<file path="config.mk">
export PLATFORM = sky130hd
export DESIGN_NAME = shift_seq_ctrl
export DESIGN_NICKNAME = d
export VERILOG_FILES = /design/src/rtl/shift_seq_ctrl.sv
export SDC_FILE = /design/constraint.sdc
export NUM_CORES = 1
export LEC_CHECK = 0
export ABC_AREA = 1
export BUFFER_PORTS_ARGS = -buffer_cell sky130_fd_sc_hd__buf_2
export CORE_MARGIN = 2
export CORE_UTILIZATION = 47
export CTS_BUF_LIST = sky130_fd_sc_hd__clkbuf_16
export CTS_CLUSTER_DIAMETER = 200
export CTS_CLUSTER_SIZE = 12
export DETAILED_ROUTE_END_ITERATION = 7
export PLACE_DENSITY = 0.77
export SLEW_MARGIN = 10
export SYNTH_ARGS = -nofsm -noshare
export SYNTH_HDL_FRONTEND = slang
export SYNTH_SLANG_ARGS = --single-unit
</file>
<file path="constraint.sdc">
create_clock -name clk -period 1.8 [get_ports clk]
set_input_delay 0.09 -clock clk [delete_from_list [all_inputs] [get_ports clk]]
set_output_delay 0.09 -clock clk [all_outputs]
set_load 0.02 [all_outputs]
</file>
<file path="src/rtl/shift_seq_ctrl.sv">
// Command sequencer for the multi-mode shift register datapath.
// Runs one opcode for N cycles, then reports Q with a done pulse.
module shift_seq_ctrl #(
  parameter int WIDTH = 4,
  parameter int CNT_W = 3
) (
  input  logic             clk,
  input  logic             R,
  input  logic             cmd_valid,
  output logic             cmd_ready,
  input  logic [2:0]       cmd_op,
  input  logic [CNT_W-1:0] cmd_amt,
  input  logic [WIDTH-1:0] cmd_data,
  input  logic             cmd_abort,
  output logic [2:0]       S,
  output logic [WIDTH-1:0] L,
  input  logic [WIDTH-1:0] Q,
  output logic             busy,
  output logic             done,
  output logic [WIDTH-1:0] result,
  output logic [CNT_W-1:0] shifts_done
);

  typedef enum logic [1:0] {
    IDLE,
    RUN,
    DONE
  } state_e;

  state_e           state_q, state_d;
  logic [2:0]       op_q, op_d;
  logic [WIDTH-1:0] data_q, data_d;
  logic [CNT_W-1:0] rem_q, rem_d;
  logic [CNT_W-1:0] cnt_q, cnt_d;
  logic [2:0]       s_raw;
  logic [WIDTH-1:0] l_raw;

  always_ff @(posedge clk) begin
    if (R) begin
      state_q <= IDLE;
      op_q    <= '0;
      data_q  <= '0;
      rem_q   <= '0;
      cnt_q   <= '0;
    end else begin
      state_q <= state_d;
      op_q    <= op_d;
      data_q  <= data_d;
      rem_q   <= rem_d;
      cnt_q   <= cnt_d;
    end
  end

  always_comb begin
    state_d   = state_q;
    op_d      = op_q;
    data_d    = data_q;
    rem_d     = rem_q;
    cnt_d     = cnt_q;
    cmd_ready = 1'b0;
    busy      = 1'b0;
    done      = 1'b0;
    s_raw     = 3'b000;
    l_raw     = '0;
    unique case (state_q)
      IDLE: begin
        cmd_ready = 1'b1;
        if (cmd_valid) begin
          op_d   = cmd_op;
          data_d = cmd_data;
          cnt_d  = '0;
          if (cmd_op == 3'b111) begin
            rem_d   = CNT_W'(1);
            state_d = RUN;
          end else if (cmd_op == 3'b000 || cmd_amt == '0) begin
            state_d = DONE;
          end else begin
            rem_d   = cmd_amt;
            state_d = RUN;
          end
        end
      end
      RUN: begin
        busy  = 1'b1;
        l_raw = data_q;
        // abort burns this cycle as a hold and is not counted
        if (cmd_abort) begin
          state_d = DONE;
        end else begin
          s_raw = op_q;
          rem_d = rem_q - CNT_W'(1);
          cnt_d = cnt_q + CNT_W'(1);
          if (rem_q == CNT_W'(1)) state_d = DONE;
        end
      end
      DONE: begin
        busy    = 1'b1;
        done    = 1'b1;
        state_d = IDLE;
      end
      default: state_d = IDLE;
    endcase
  end

  assign S           = R ? 3'b000 : s_raw;
  assign L           = R ? '0 : l_raw;
  assign result      = done ? Q : '0;
  assign shifts_done = cnt_q;

endmodule

</file>
======== Word level (Yosys, flattened, before mapping) ========
Index checks and enable logic that the tools add are counted.
storage, ports and cells
  output and inout port bits .............. 17
  bits in read-only memories .............. 0
  memory bits (writable) .................. 0
  register bits after elaboration ......... 15
  word-level logic and storage cells ...... 48
  bits of input ports ..................... 18
  memories ................................ 0
  latch bits .............................. 0
cells by class
  order comparisons ....................... 0
  divide/modulo/power cells ............... 0
  equal/unequal tests ..................... 8
  mux-type cells .......................... 23
  shifts and indexed selects .............. 0
  $mul .................................... 0
  bitwise logic cells ..................... 0
  $add $sub $neg .......................... 2
  reduce and logical (&&, ||, !) cells .... 10
operators with widths
  operator                                           count
  2-to-1 mux 3 bit                                   9
  2-to-1 mux 4 bit                                   3
  case mux 3 bit (2 select lines)                    2
  2-to-1 mux 2 bit                                   5
  logical NOT 3 bit                                  2
  != test 3 bit (second input constant)              2
  != test 2 bit (second input constant)              2
  case mux 2 bit (2 select lines)                    1
  AND reduction 2 bit                                2
  AND reduction 4 bit                                1
  adder 3 x 1 -> 3 bit (second input constant)       1
  == test 3 x 1 -> 1 bit (second input constant)     1
  == test 3 bit (second input constant)              1
  2-to-1 mux 1 bit                                   3
  AND reduction 3 bit                                1
  subtractor 3 x 1 -> 3 bit (second input constant)  1
  == test 2 x 1 -> 1 bit (second input constant)     1
  == test 2 bit (second input constant)              1
  logical NOT 2 bit                                  1
  nonzero test 2 bit                                 1
  OR reduction 2 bit                                 1
  logical OR 1 bit                                   1

======== Logic depth before layout (Yosys ltp) ========
Gate-level depths: netlist of the first run.
  word-level depth ........................ 6
  depth in mapped cells ................... 11
  depth with buffers taken out ............ 10

======== Worst setup path before layout of the first run ========
No wires, ideal clock.
  kind .................................... register to register
  start ................................... register state_q[0]
  end ..................................... register rem_q[1]
  arrival ................................. 1.319 ns
  buffers on the path ..................... 0
  data required time ...................... 1.687 ns
  library setup time ...................... 0.113 ns
  stages on the path, launching flop included .. 8
  path slack .............................. 0.368 ns
  period minus slack after synthesis ...... 1.432 ns
  cells stage by stage .................... dfxtp_1 inv_1 ha_1 nand2_2 o21ai_4 nand2_4 nor2_1 nor2_1
on the way
  word-level cells in the longest chain between the ends .. 3
  elaborated cells between the ends (all ways) .. 8
  those cells by class .................... eq/ne: 4; mux: 1; reduce/logical: 3
RTL lines
  what                                                         RTL line  RTL
  from (decl)                                                  30        state_e state_q, state_d;
  from (signal assigned)                                       46        state_q <= state_d;
  == test 2 x 1 -> 1 bit or logical NOT 2 bit (tied branches)  65        unique case (state_q)
  != test 2 bit (no line), or another cell as far along        --
  AND reduction 4 bit (no line)                                --
  to (signal assigned)                                         49        rem_q <= rem_d;
  to (decl)                                                    33        logic [CNT_W-1:0] rem_q, rem_d;
Several ways; a longest one is shown, not always the timed one.
A chain may end at the register's enable or synchronous reset.

======== Worst setup path after layout of the first run ========
  start ................................... register state_q[1]
  end ..................................... output S[0]
on the way
  word-level cells in the longest chain between the ends .. 3
RTL lines
  what                    RTL line  RTL
  == test 2 x 1 -> 1 bit  65
  2-to-1 mux 3 bit        65
  2-to-1 mux 3 bit        105       assign S = R ? 3'b000 : s_raw;
  to (decl)               15        output logic [2:0] S,
No other way between the ends.

==> results of run 1 <==
[layer usage]
| metal | GRT usage (%) | wire length [microns] | vias up |
|---|---|---|---|
| met1 | 20.6 | 824 | 411 |
| li1 | - | - | 489 |
| met4 | 9.73 | 34 | 0 |
| met5 | 0 | 0 | - |
| met3 | 4.53 | 124 | 5 |
| met2 | 35.2 | 1040 | 36 |
[sequential cells by signal, indices dropped and copies added, names as in the netlist]
register and count:
data_q 4, op_q 3, rem_q 3, shifts_done 3
state_q 2
[logic make-up (layout without fill, tap and decap cells)]
logic type,after synthesis,in the layout
compound gates,21,21
fa+ha+maj,6,6
buf+inv,21,56
flops,15,15
simple gates,72,72
[cell usage in the layout, fill, tap and decap left out]
cell type / count
nor2_4: 1
or2_2: 1
o21ai_4: 1
clkbuf_16: 3
ha_1: 5
dfxtp_1: 15
nand2_1: 29
inv_2: 1
nand3_1: 8
inv_4: 1
o21ai_0: 12
ha_2: 1
a21oi_1: 8
nand2_2: 2
buf_2: 34
or2_1: 1
inv_1: 17
nand2_4: 1
nor2_1: 29
[stage by stage]
stage	hold WS [ns]	instances	instance area (sq um)	setup WS (ns)	total power, mW
final	0.0946	195	1150	0.200	1.41
after global routing	0.120	195	1150	0.0827	1.51
after CTS	0.0992	195	1150	0.0544	1.42
after detailed placement	0.350	191	1070	0.187	0.992
after global placement	0.342	191	1070	0.279	0.969
after floorplan	0.238	135	897	0.368	0.861
[power by group through the flow]
stage	sequential [mW]	combinational, mW	clock, mW
final	0.445	0.540	0.424
after global routing	0.453	0.614	0.447
after CTS	0.446	0.546	0.427
after detailed placement	0.452	0.540	0
after global placement	0.446	0.522	0
after floorplan	0.456	0.406	0
[cell type report]
type | instances | area share, %
multi-input combinational | 99 | 43.4
sequential | 15 | 26.1
timing repair buffer | 34 | 14.8
clock buffer | 3 | 6.53
inverter | 18 | 6.09
tap | 25 | 2.72
clock inverter | 1 | 0.326
[timing repair]
item	in CTS	in global routing
gates resized for setup	0	1
endpoints found under the setup margin	0	3
buffers inserted	0	0
[final timing paths]
kind | start | endpoint | slack (ns)
min reg2reg | shifts_done[2]$_SDFFE_PP0P_ | shifts_done[2]$_SDFFE_PP0P_ | 0.46
max | state_q[1]$_SDFFE_PP0P_ | S[0] | 0.20
max reg2reg | state_q[0]$_SDFFE_PP0P_ | rem_q[0]$_SDFFE_PP0P_ | 0.29
min | cmd_data[1] | data_q[1]$_SDFFE_PP0P_ | 0.09
[worst register-to-register path, cell delays in order, from the launching register on]
cell and delay (ns):
dfxtp_1 0.31, inv_1 0.09, ha_1 0.27, nand2_2 0.17, o21ai_4 0.30, nand3_1 0.14
nand2_1 0.08, nor2_1 0.04
==> qor.json, run 1 <==
{
  "place_congestion": 0.825,
  "sw_frac_of_total_pct": 37.0,
  "syn-instance-count": 135,
  "detailed_place_hpwl_mm": 1.58,
  "detailroute.via_count": 941,
  "clk_root_buffer_cell": "clkbuf_16",
  "post_synth_main_area_contributors": "dfxtp_1 33%, nand2_1 12%, nor2_1 12%",
  "layout.area.seq_sq_um": 300,
  "die_area_sq_um": 2270,
  "worst-path-buf-inv": 4,
  "critPathArrivalTime_ns": 1.51,
  "clk-insertion-delay-late_ns": 0.25,
  "avgViaCountPerCell": 4.83,
  "synthToLayoutAreaGrowth_pct": 28.2,
  "critical_path_stages": 7,
  "first_pass_iters": 4,
  "timing.critical_path.slowest_cell_delay_ns": 0.33,
  "synth.lib_cells_used.distinct": 19,
  "min_path_cells": 3,
  "worst_slew_pin_slew_ns": 0.384,
  "grt_setup_unrepaired": "false",
  "antennaDiodeCount": 0,
  "grt_overflow_total": 0,
  "total_switching_power_uw": 521,
  "ys.flop_type": "dfxtp_1",
  "clock_sinks": 15,
  "count_of_state_elements_after_synthesis": 15,
  "cts_tree": "yes",
  "clk_path_buf_depth": 2,
  "postRouteWirelength_mm": 2.02,
  "multi_input_comb_area_sq_um": 499,
  "path_cells": "inv_1 > ha_2 > inv_4 > nor2_4 > inv_1 > nor2_1 > buf_2",
  "cpMaxStageDelayCell": "ha_2",
  "grt_first_pass_wirelength_mm": 3.02,
  "slew-limit-headroom_pct": 74.4,
  "static-leakage-power_nw": 0.620,
  "crit_path_start_kind": "flip-flop",
  "synth_simple_gate_area_share_pct": 34.0,
  "synth-edff-count": 0,
  "async_flop_share_pct": 0,
  "final_layout_size_suffix_gt1_share_pct": 27.1,
  "synthesis.yosys.warnings": 0,
  "numCtsBuffers": 3,
  "cts_hold_buffers": 0,
  "irDropWorstVdd_uv": 663,
  "worst_clock_skew_ns": 0.00313,
  "report.final.slew_viol_count": 0,
  "netlist_area_sq_um": 897,
  "synth_mux_area_share_pct": 0,
  "synth.avg_cell_area_sq_um": 6.65,
  "number_of_port_buffers": 34,
  "worst_ep_required_time_ns": 1.71,
  "synth_fa_ha_area_share_pct": 8.37,
  "drt_iter0_markers": 17,
  "finish.utilization_pct": 65.2,
  "synth_top_cell_by_area": "dfxtp_1",
  "drt-wirelength-per-cell_microns": 10.4,
  "path_clk_slew_ns": 0.04,
  "power.clock.fraction_pct": 30.1,
  "power.share.combinational_pct": 38.3,
  "synth_fp_nets": 159,
  "power_density_nw_per_um2": 1230,
  "grt_pass1_vias": 748,
  "tns_ns": 0,
  "maxClockFrequency_mhz": 625,
  "fillerInstances": 181,
  "worstHoldPathType": "in -> reg",
  "final_hold_vio_count": 0,
  "io_pins": 35,
  "period_share_pct": 88.9,
  "status": "completed",
  "die_x_microns": 47.7,
  "netlist.area_leader.share_pct": 33.5,
  "die_height_microns": 47.7,
  "share_seq_of_total_power_pct": 31.6,
  "critical-path-top-cell-by-count": "inv_1",
  "grtUsageTotal_pct": 19.4,
  "power_report.internal_total_uw": 888,
  "endpoint_kind": "output pin",
  "setup-violations-final": 0,
  "synth_compound_gate_area_share_pct": 13.0,
  "synthTopCellsByCount": "29 x nand2_1, 29 x nor2_1, 16 x inv_1",
  "r2r.worst_path.cells": 7,
  "postRouteAntennaNets": 0,
  "drc": 0,
  "final.min_clock_period_ns": 1.60,
  "cts_max_level": 1,
  "timing.critical_path.fanout_max": 10,
  "maximum_number_of_pins_on_one_net_before_global_route_repair": 15,
  "grt_antenna_before_repair": 0,
  "criticalPathCategory": "reg -> out",
  "synth-xor-area-share_pct": 0,
  "max_cap_violations": 0,
  "largest_family_of_logic_cells_by_synthesized_area": "simple AND/OR/NAND/NOR gates",
  "cp_delay_by_family_top": "buffers and inverters",
  "starting_density_of_the_core_pct": 50.9,
  "placementRows": 15,
  "synth-seq-area-share_pct": 33.5,
  "nNetsFinal": 195,
  "core_region_area_sq_um": 1760
}
Power figures use the tool's default switching activity.
==> run 2, diff against run 1 <==
clock period = 1.6 ns   (was 1.8 ns; I/O delays follow)
==> run 2 against run 1 <==
Against the previous run: sequential share of layout area is 1.7 points lower; clock skew is 0.0032 ns higher; combinational power is 35% higher; via count is 0.96% higher; wire length is 3.6% higher; sequential power is 13% higher; clock power is 17% higher; worst setup slack worse by 0.085 ns; critical path depth is 1 higher; cell count is 2.6% higher.
==> qor.json, run 2 (synthesis results as in run 1) <==
{
  "status": "completed",
  "grt_first_pass_wirelength_mm": 3.17,
  "core_region_area_sq_um": 1760,
  "power_mw": 1.73,
  "holdWs_ns": 0.0806,
  "final.min_clock_period_ns": 1.48,
  "maxClockFrequency_mhz": 674,
  "nNetsFinal": 200,
  "place_congestion": 0.834,
  "detailroute.via_count": 950,
  "die_area_sq_um": 2270,
  "layout.cell_area.non_filler_sq_um": 1230,
  "finish.utilization_pct": 69.6,
  "power.clock.fraction_pct": 28.7,
  "static-leakage-power_nw": 0.662,
  "die_height_microns": 47.7,
  "numCtsBuffers": 3,
  "clk-insertion-delay-late_ns": 0.25,
  "critPathArrivalTime_ns": 1.63,
  "report.final.slew_viol_count": 0,
  "timing.critical_path.fanout_max": 8,
  "worstHoldPathType": "in -> reg",
  "criticalPathCategory": "reg -> reg",
  "die_x_microns": 47.7,
  "irDropWorstVdd_uv": 739,
  "detailed_place.area_sq_um": 1080,
  "final_layout_size_suffix_gt1_share_pct": 30.3,
  "clk_root_buffer_cell": "clkbuf_16",
  "synthToLayoutAreaGrowth_pct": 37.0,
  "sw_frac_of_total_pct": 36.6,
  "final_cell_mix": "34 x buf_2, 29 x nand2_1, 29 x nor2_1, 15 x inv_1, 15 x dfxtp_1",
  "cts_tree": "yes",
  "drt_iter0_markers": 15,
  "share_seq_of_total_power_pct": 29.0,
  "slew-limit-headroom_pct": 77.1,
  "clk_path_buf_depth": 2,
  "period_share_pct": 92.8,
  "io_pins": 35,
  "final_hold_vio_count": 0,
  "worst_ep_required_time_ns": 1.74,
  "placementRows": 15,
  "setup-violations-final": 0,
  "layout.cells.most_common": "buf_2",
  "drt-wirelength-per-cell_microns": 10.5,
  "postRouteAntennaNets": 0,
  "power_density_nw_per_um2": 1410,
  "total_switching_power_uw": 632,
  "number_of_port_buffers": 34,
  "grt_antenna_before_repair": 0,
  "endpoint_kind": "flip-flop",
  "max_cap_violations": 0,
  "avgViaCountPerCell": 4.75,
  "first_pass_iters": 5,
  "maximum_number_of_pins_on_one_net_before_global_route_repair": 15,
  "antennaDiodeCount": 0,
  "grt_pass1_vias": 782,
  "worst_clock_skew_ns": 0.00637,
  "crit_path_start_kind": "flip-flop",
  "cts_hold_buffers": 0,
  "grtUsageTotal_pct": 19.7,
  "post_layout_nonfiller_instances": 200,
  "placed_cells_incl_taps": 192,
  "drc": 0,
  "grt_overflow_total": 0,
  "largest_register_ffs": 4,
  "power.share.combinational_pct": 42.3,
  "path_clk_slew_ns": 0.05,
  "postRouteWirelength_mm": 2.09,
  "top_reg_by_flops": "data_q",
  "starting_density_of_the_core_pct": 50.9,
  "clock_sinks": 15,
  "power_report.internal_total_mw": 1.10,
  "cts_max_level": 1,
  "worst_slew_pin_slew_ns": 0.343,
  "detailed_place_hpwl_mm": 1.48
}
[run 2: cell types whose count changed in the layout (fill, tap and decap cells not counted), sizes merged]
cell | previous run | this run
clkinv | 0 | 1
dlymetal6s2s | 0 | 1
inv | 19 | 18
buf | 34 | 38
[run 2: power by group through the flow]
stage               registers, mW  clock network (mW)  logic, mW
global route                0.512               0.520      0.821
finish                      0.501               0.495      0.731
detailed placement          0.504                   0      0.606
CTS                         0.498               0.497      0.616
floorplan                   0.513                   0      0.456
global placement            0.504                   0      0.591
[run 2: layer usage]
layer / global-route usage [%] / share of wire [%] / vias up
met5: 0 / 0 / -
met4: 7.03 / 0.91 / 0
met3: 3.40 / 6.5 / 4
met2: 34.7 / 49 / 33
met1: 24.0 / 44 / 416
li1: - / - / 497
[run 2: final timing paths]
| kind | startpoint | to | slack [ns] | depth (start not counted) |
|---|---|---|---|---|
| setup / recovery | state_q[0]$_SDFFE_PP0P_ | shifts_done[2]$_SDFFE_PP0P_ | 0.12 | 8 |
| hold / removal | cmd_data[2] | data_q[2]$_SDFFE_PP0P_ | 0.08 | 3 |
| setup reg to reg | state_q[0]$_SDFFE_PP0P_ | shifts_done[2]$_SDFFE_PP0P_ | 0.12 | 8 |
| hold reg to reg | shifts_done[2]$_SDFFE_PP0P_ | shifts_done[2]$_SDFFE_PP0P_ | 0.46 | 2 |
[run 2: through the flow]
stage	TNS, ns	setup WS (ns)
finish	0	0.116
global route	-0.00265	-0.00265
CTS	0	0.0554
detailed placement	0	0.0503
global placement	0	0.0895
floorplan	0	0.168
[run 2: what timing repair did]
item                                    in CTS  in global routing
endpoints found under the setup margin       7                  9
pin swaps                                    0                  2
buffers inserted                             0                  4
gates resized for setup                      1                  4
[run 2: layout make-up]
cell class,count,area (sq um)
sequential,15,300
tap,25,31.3
inverter,18,70.1
fill,159,536
multi-input combinational,99,522
timing repair buffer,39,225
clock buffer,3,75.1
clock inverter,1,5.00
[run 2: worst max-delay path: stages (launching register included)]
cell and delay [ns]:
dfxtp_1 0.33, inv_1 0.14, ha_4 0.19, nand2_2 0.13, o21ai_4 0.21, dlymetal6s2s_1 0.19, nand3_1 0.08, nand2_1 0.06
a21oi_1 0.04
